===== src/rtl/alarm_pkg.sv =====
// Shared encodings and BCD helpers for the alarm clock controller.
// Alarm time is held as packed BCD: [7:4] tens digit, [3:0] units digit.
package alarm_pkg;

  typedef enum logic [1:0] {
    EDIT_IDLE  = 2'd0,
    EDIT_SET_H = 2'd1,
    EDIT_SET_M = 2'd2
  } edit_e;

  typedef enum logic {
    RING_OFF = 1'b0,
    RING_ON  = 1'b1
  } ring_e;

  localparam logic [7:0] HOUR_MAX = 8'h11;
  localparam logic [7:0] MIN_MAX  = 8'h59;

  // Increment a two-digit BCD value, wrapping to 00 after max_val.
  function automatic logic [7:0] bcd_inc(input logic [7:0] val, input logic [7:0] max_val);
    logic [7:0] r;
    if (val == max_val) begin
      r = 8'h00;
    end else if (val[3:0] == 4'd9) begin
      r = {val[7:4] + 4'd1, 4'd0};
    end else begin
      r = {val[7:4], val[3:0] + 4'd1};
    end
    return r;
  endfunction

endpackage


===== src/rtl/btn_pulse.sv =====
// Raw button conditioning: 2-flop synchronizer, all-taps-agree debounce,
// and a single-cycle pulse on each debounced rising edge.
module btn_pulse #(
  parameter int DEB_TAPS = 7
) (
  input  logic kclk,
  input  logic rst,
  input  logic btn,
  output logic pulse
);

  logic [1:0]          sync_q;
  logic [DEB_TAPS-1:0] taps_q;
  logic                level_q;

  // level only moves when every tap agrees; mixed taps hold the old level
  always_ff @(posedge kclk or posedge rst) begin
    if (rst) begin
      sync_q  <= '0;
      taps_q  <= '0;
      level_q <= 1'b0;
      pulse   <= 1'b0;
    end else begin
      sync_q <= {sync_q[0], btn};
      taps_q <= (taps_q << 1) | DEB_TAPS'(sync_q[1]);
      if (&taps_q) begin
        level_q <= 1'b1;
      end else if (~|taps_q) begin
        level_q <= 1'b0;
      end
      pulse <= (&taps_q) & ~level_q;
    end
  end

endmodule


===== src/rtl/alarm_ctrl.sv =====
// Alarm clock controller: button-driven alarm time editing plus a ring
// state machine that drives a square-wave buzzer on a time match.
module alarm_ctrl
  import alarm_pkg::*;
#(
  parameter int DEB_TAPS = 7,
  parameter int BEEP_CYC = 250,
  parameter int RING_CYC = 60000
) (
  input  logic       kclk,
  input  logic       rst,
  input  logic [3:0] h_1,
  input  logic [3:0] h_0,
  input  logic [3:0] m_1,
  input  logic [3:0] m_0,
  input  logic [3:0] s_1,
  input  logic [3:0] s_0,
  input  logic       btn_set,
  input  logic       btn_inc,
  input  logic       btn_stop,
  input  logic       arm,
  output logic [3:0] ah_1,
  output logic [3:0] ah_0,
  output logic [3:0] am_1,
  output logic [3:0] am_0,
  output logic [1:0] edit,
  output logic       ringing,
  output logic       buzz
);

  localparam int RW = (RING_CYC > 1) ? $clog2(RING_CYC) : 1;
  localparam int BW = (BEEP_CYC > 1) ? $clog2(BEEP_CYC) : 1;
  localparam logic [RW-1:0] RING_LAST = RW'(RING_CYC - 1);
  localparam logic [BW-1:0] BEEP_LAST = BW'(BEEP_CYC - 1);

  logic set_p, inc_p, stop_p;

  btn_pulse #(.DEB_TAPS(DEB_TAPS)) u_set  (.kclk(kclk), .rst(rst), .btn(btn_set),  .pulse(set_p));
  btn_pulse #(.DEB_TAPS(DEB_TAPS)) u_inc  (.kclk(kclk), .rst(rst), .btn(btn_inc),  .pulse(inc_p));
  btn_pulse #(.DEB_TAPS(DEB_TAPS)) u_stop (.kclk(kclk), .rst(rst), .btn(btn_stop), .pulse(stop_p));

  edit_e         edit_q, edit_d;
  ring_e         ring_q, ring_d;
  logic [7:0]    ah_q, ah_d, am_q, am_d;
  logic [RW-1:0] ring_cnt_q, ring_cnt_d;
  logic [BW-1:0] beep_cnt_q, beep_cnt_d;
  logic          buzz_q, buzz_d;
  logic          match, match_q, trigger, ring_busy;

  // Digit-wise compare; out-of-range input digits can never equal the alarm digits.
  assign match   = ({h_1, h_0} == ah_q) && ({m_1, m_0} == am_q) &&
                   (s_1 == 4'd0) && (s_0 == 4'd0);
  assign trigger = match && !match_q && arm && (edit_q == EDIT_IDLE);

  always_ff @(posedge kclk or posedge rst) begin
    if (rst) begin
      edit_q     <= EDIT_IDLE;
      ring_q     <= RING_OFF;
      ah_q       <= 8'h00;
      am_q       <= 8'h00;
      ring_cnt_q <= '0;
      beep_cnt_q <= '0;
      buzz_q     <= 1'b0;
      match_q    <= 1'b0;
    end else begin
      edit_q     <= edit_d;
      ring_q     <= ring_d;
      ah_q       <= ah_d;
      am_q       <= am_d;
      ring_cnt_q <= ring_cnt_d;
      beep_cnt_q <= beep_cnt_d;
      buzz_q     <= buzz_d;
      match_q    <= match;
    end
  end

  // Ring FSM: a stop pulse coincident with a trigger keeps it OFF.
  always_comb begin
    ring_d     = ring_q;
    ring_cnt_d = ring_cnt_q;
    beep_cnt_d = beep_cnt_q;
    buzz_d     = buzz_q;
    case (ring_q)
      RING_OFF: begin
        buzz_d = 1'b0;
        if (trigger && !stop_p) begin
          ring_d     = RING_ON;
          ring_cnt_d = '0;
          beep_cnt_d = '0;
          buzz_d     = 1'b1;
        end
      end
      RING_ON: begin
        if (stop_p || !arm || (ring_cnt_q == RING_LAST)) begin
          ring_d     = RING_OFF;
          ring_cnt_d = '0;
          beep_cnt_d = '0;
          buzz_d     = 1'b0;
        end else begin
          ring_cnt_d = ring_cnt_q + RW'(1);
          if (beep_cnt_q == BEEP_LAST) begin
            beep_cnt_d = '0;
            buzz_d     = ~buzz_q;
          end else begin
            beep_cnt_d = beep_cnt_q + BW'(1);
          end
        end
      end
    endcase
  end

  // Buttons are dead while ringing, including the cycle the ring starts.
  assign ring_busy = (ring_q == RING_ON) || (ring_d == RING_ON);

  always_comb begin
    edit_d = edit_q;
    ah_d   = ah_q;
    am_d   = am_q;
    if (!ring_busy) begin
      case (edit_q)
        EDIT_IDLE: begin
          if (set_p) edit_d = EDIT_SET_H;
        end
        EDIT_SET_H: begin
          if (set_p)      edit_d = EDIT_SET_M;
          else if (inc_p) ah_d   = bcd_inc(ah_q, HOUR_MAX);
        end
        EDIT_SET_M: begin
          if (set_p)      edit_d = EDIT_IDLE;
          else if (inc_p) am_d   = bcd_inc(am_q, MIN_MAX);
        end
        default: edit_d = EDIT_IDLE;
      endcase
    end
  end

  assign ah_1    = ah_q[7:4];
  assign ah_0    = ah_q[3:0];
  assign am_1    = am_q[7:4];
  assign am_0    = am_q[3:0];
  assign edit    = edit_q;
  assign ringing = (ring_q == RING_ON);
  assign buzz    = buzz_q;

endmodule


===== config.mk =====
export PLATFORM = sky130hd
export DESIGN_NAME = alarm_ctrl
export DESIGN_NICKNAME = d
export VERILOG_FILES = /design/src/rtl/alarm_pkg.sv /design/src/rtl/btn_pulse.sv /design/src/rtl/alarm_ctrl.sv
export SDC_FILE = /design/constraint.sdc
export NUM_CORES = 1
export LEC_CHECK = 0
export CELL_PAD_IN_SITES_DETAIL_PLACEMENT = 1
export CELL_PAD_IN_SITES_GLOBAL_PLACEMENT = 1
export CORE_MARGIN = 2
export CORE_UTILIZATION = 46
export DETAILED_ROUTE_END_ITERATION = 10
export PLACE_DENSITY = 0.86
export REMOVE_ABC_BUFFERS = 1
export SKIP_LAST_GASP = 1
export SYNTH_ARGS = -nofsm -noshare
export SYNTH_HDL_FRONTEND = slang
export SYNTH_SLANG_ARGS = --single-unit

===== constraint.sdc =====
create_clock -name kclk -period 3.6 [get_ports kclk]
set_input_delay 0.36 -clock kclk [delete_from_list [all_inputs] [get_ports kclk]]
set_output_delay 0.36 -clock kclk [all_outputs]
set_load 0.005 [all_outputs]

* After elaboration in Yosys (flattened, before gate mapping) *
Index checks and enable logic that the tools add are counted.

storage, ports and cells
  word-level logic and storage cells = 115
  output and inout bits = 20
  register bits after elaboration = 78
  input port bits = 30

operators by class
  bitwise gates (word level) = 13
  equality and inequality tests = 18
  add/subtract/negate cells = 6
  reductions and logical operators = 29
  multiplexer cells = 27

operators by type and width
  cell                   number
  $mux 8                 7
  $mux 16                2
  $pmux 16 s2            1
  $or 7x1->7             3
  $reduce_and 7->1       3
  $reduce_or 7->1        3
  $add 16x1->16 const B  1
  $add 4x1->4 const B    4
  $eq 16x16->1 const B   1
  $eq 8x8->1             2
  $pmux 8 s2             1
  $ne 2x1->1 const B     6
  $reduce_and 4->1       3
  $mux 1                 10
  $reduce_and 5->1       2
  $add 8x1->8 const B    1
  $eq 4x4->1 const B     2
  $eq 8x5->1 const B     1
  $eq 8x7->1 const B     1
  $eq 8x8->1 const B     1
  $logic_not 4->1        2
  $logic_and 1x1->1      7
  $not 1->1              7
  $mux 2                 3
  11 further kinds       19

* Depth between registers and ports, before layout *
  word-level depth = 13
  gate-level depth with buffers = 7
  gate-level depth less buffers = 7

* Hierarchy *
Synthesis repeated with hierarchy kept, for this count alone.

second synthesis, totals
  cell total of the unflattened synthesis = 367
  area total of the unflattened synthesis = 3809.9 µm²

by module, submodules not included
  module      cells an instance  times used  area each (µm²)
  alarm_ctrl  307                1           2800.2
  btn_pulse   20                 3           336.6

* Worst setup path after synthesis *
No wires, ideal clock.

  path kind = input-to-reg
  start = input port s_1[1]
  end = register ring_cnt_q[8]
  buffers on the path = 1
  data arrival time = 2.320 ns
  path slack = 1.154 ns
  cell stages on the path = 6
  cells stage by stage = or4_4 nor4_2 or4b_4 or2_0 buf_2 a311o_1

on the way
  word-level cells in the longest chain between the ends = 8

ends and longest elaborated chain
  what                             RTL line          text
  from (decl)                      alarm_ctrl.sv:16  input logic [3:0] s_1,
  $logic_not 4->1                  alarm_ctrl.sv:52  (s_1 == 4'd0) && (s_0 == 4'd0);
  $logic_and 1x1->1                alarm_ctrl.sv:51  assign match = ({h_1, h_0} == ah_q) && ({m_1, m_0} == am_q) &&
  $logic_and 1x1->1                alarm_ctrl.sv:52
  $logic_and 1x1->1 (3 in series)  alarm_ctrl.sv:53  assign trigger = match && !match_q && arm && (edit_q == EDIT_IDLE);
  $logic_and 1x1->1                alarm_ctrl.sv:86  if (trigger && !stop_p) begin
  $ne 2x2->1 (no source line)      n/a
  to (signal assigned)             alarm_ctrl.sv:70  ring_cnt_q <= ring_cnt_d;
  to (decl)                        alarm_ctrl.sv:45  logic [RW-1:0] ring_cnt_q, ring_cnt_d;

No other way between the ends.
A chain may end at the register's enable or synchronous reset.

* Final worst setup path *
Same ends and word-level chain as after synthesis.

==> results.md <==
* Status: finished, final reports clean
* Most common cell after layout, fill and taps aside: dfrtp_1
* Most frequent cells in the layout: dfrtp_1, clkdlybuf4s50_1, nand2_1
* I/O Buffers at approximately 50
* Initial antenna violation count at 0
* Maximum VDD drop at ~400 µV
* Register area share after synthesis at 0.5249
* Synthesis-to-finish area growth at 22.68%
* Register cell area after layout at between 1500 and 2000 µm²
* Layout cells sized above 1 at 0.07512
* Core Box Area at 7767 µm²
* Vias at about 3100
* Via-per-instance ratio at roughly 5.9
* TritonRoute pass-1 iters at 4
* Total power at 1.807 mW
* Net Sw Frac at 0.2343
* Critical Path AT at 2.95 ns
* DR WL/cell at between 15 and 20 µm
* DR WL met3 at between 300 and 400 µm
* Clock-pin slew on the worst setup and hold paths at ~0.090 ns
* Minimum clock period at between 2 and 3 ns
* Number of antenna-violating nets in the routed design at 0
* Final-stage net count at around 460
* Slew Limit Fails at 0
* Synthesized cell area at around 3700 µm²
* Num ports at 50
* Post-detail-place hpwl at around 6.4 mm
* Setup bufs post-CTS at 0
* Post_cts resized at 0
* CTS Buf Count at 9
* Crit share post-route at 0.7534
* # hold bufs at CTS at 0
* Number of cell rows at 32
* Area of the multi-input gates at ~1700 µm²
* Global placement routability congestion at around 0.81
* Clock Path Buffers at 2
* Syn Area/Cell at slightly above 10 µm²
* Dpl cells at between 500 and 600
* Reg power frac at 0.517
* Part of the power in combinational logic at 0.069
* Hold Path Class: reg2reg
* Clock sink count at slightly below 80
* DR DRC count at 0
* #FFs+latches synth at 78
* Total wire length at 9.387 mm
* Count of final setup violators at 0
* Clk root buf: clkbuf_8
* DR WL met2 at about 4.8 mm
* M1 WL at roughly 4.1 mm
* Worst-Skew Late Latency at approximately 0.35 ns
* Max Used Layer: met4
* RSZ-0062 raised after global routing: false
* Rel. slew slack at 0.3441
* Starting Density at 0.4787
* CTS tree: done
* Fin. Hold Viols at 0
* First-pass GRT wire length at between 15 and 20 mm
* Yosys warning count at 0
* Total die area at just under 9000 µm²
* Worst hold margin at around 0.36 ns
* CP required at around 3.8 ns
* Gr usage total at 0.2324
* Die width at approximately 94 µm
* Grt ovf at 0
* Startpoint types: input pin
* Int Pwr at around 1.4 mW
* Top_reg_cell synth: dfrtp_1
* Switching power at ~0.42 mW
* Crit end category: register
* Largest net degree at the start of global routing at between 70 and 80
* Setup TNS at 0 ns
* Clk pwr share at 0.414
* Final non-filler cell total at between 500 and 600
* Fin util at 0.5873
* Clock skew at ~0.011 ns
* Share of synthesized registers carrying an async set or reset at 1.000
* Mapped Cells at between 300 and 400
* Critical path class: in2reg
* Die H at 93.91 µm
* Post-synth EDFFs at 0
* Fmax achieved at about 370 MHz
* Distinct cells, synth at slightly above 50
* CP Max Fanout at 7
* Vias in the first global route at ~3200
* Fill count at roughly 850
* Lkg Pwr at about 1.9 nW
* Diodes inserted at 0
* Pin slew with the least headroom to its limit at 0.9838 ns
* # H-tree levels at 3
* Power Density at slightly below 400 nW/µm²
* Max Cap Violations at 0
* Drt initial violations at 140
## area by class of cell
cell class / count / share of cell area
clock inverter: 6 / 0.02030
tap: 102 / 0.02798
sequential: 78 / 0.4279
clock buffer: 10 / 0.03017
multi-input combinational: 259 / 0.3640
timing repair buffer: 52 / 0.1125
inverter: 21 / 0.01728
## flip-flops by register name (all words and copies together) (netlist names), 7 cells and up
signal / count
ring_cnt_q: 16
ah_q: 8
am_q: 8
beep_cnt_q: 8
u_inc.taps_q: 7
u_set.taps_q: 7
u_stop.taps_q: 7
## cells in the mapped netlist (all sizes together) (6+ instances only)
cell type	instances	area, µm²
inv	21	78.83
clkbuf	6	22.52
nor4	12	87.58
nand2	28	105.1
o21ai	20	100.1
nor2	20	75.07
and3	13	81.33
nand4	11	68.82
or3	9	56.30
dfrtp	78	1952
ha	11	137.6
xor2	16	140.1
o31ai	7	52.55
nand3	21	105.1
a21oi	14	70.07
nor3	16	80.08
## through the flow
| step | setup slack, ns | cell area [µm²] |
|---|---|---|
| after CTS | 0.8743 | 4562 |
| after global routing | 0.7164 | 4562 |
| final | 0.8879 | 4562 |
| after floorplan | 1.166 | 3691 |
| after global placement | 0.5565 | 4332 |
| after detailed placement | 0.5155 | 4332 |
## final timing paths
check / from / end / slack, ns / cells past startpoint
max in group asynchronous: rst / beep_cnt_q[2] / 2.33 / 3
worst max register to register: ring_cnt_q[5] / ring_cnt_q[5] / 0.89 / 5
worst min-delay path: u_set.sync_q[1] / u_set.taps_q[0] / 0.36 / 0
worst max-delay path: s_1[1] / ring_cnt_q[8] / 0.89 / 6
worst min register to register: u_set.sync_q[1] / u_set.taps_q[0] / 0.36 / 0
min in group asynchronous: rst / u_stop.level_q / 0.62 / 3
## cell families (layout without fill, tap and decap cells)
family          count (synthesis)  after routing  synth area share
compound gates                 70             70            0.1262
fa+ha+maj                      11             11           0.03701
flops                          78             78            0.5249
xor+xnor                       16             16           0.03768
buf+inv                        28             89           0.02860
simple gates                  158            158            0.2342
mux                             4              4           0.01144
## power by group through the flow
stage,Clock [mW],Sequential [mW],Combinational (mW)
finish,0.748,0.935,0.124
CTS,0.765,0.935,0.127
global route,0.800,0.940,0.140
global placement,0,0.949,0.121
floorplan,0,0.944,0.0589
detailed placement,0,0.951,0.125
## critical path, stage by stage
cell and delay (ns):
clkdlybuf4s50_1 0.40, or4_4 0.53, nor4_2 0.37, or4b_4 0.52
or2_0 0.35, a311o_1 0.41
## per-layer routing
layer	vias to the layer above	track usage
met2	54	0.3857
li1	1458	-
met5	-	0
met3	9	0.04815
met4	0	0.06884
met1	1582	0.3083
Note: power is estimated with default switching activity, not from simulation.
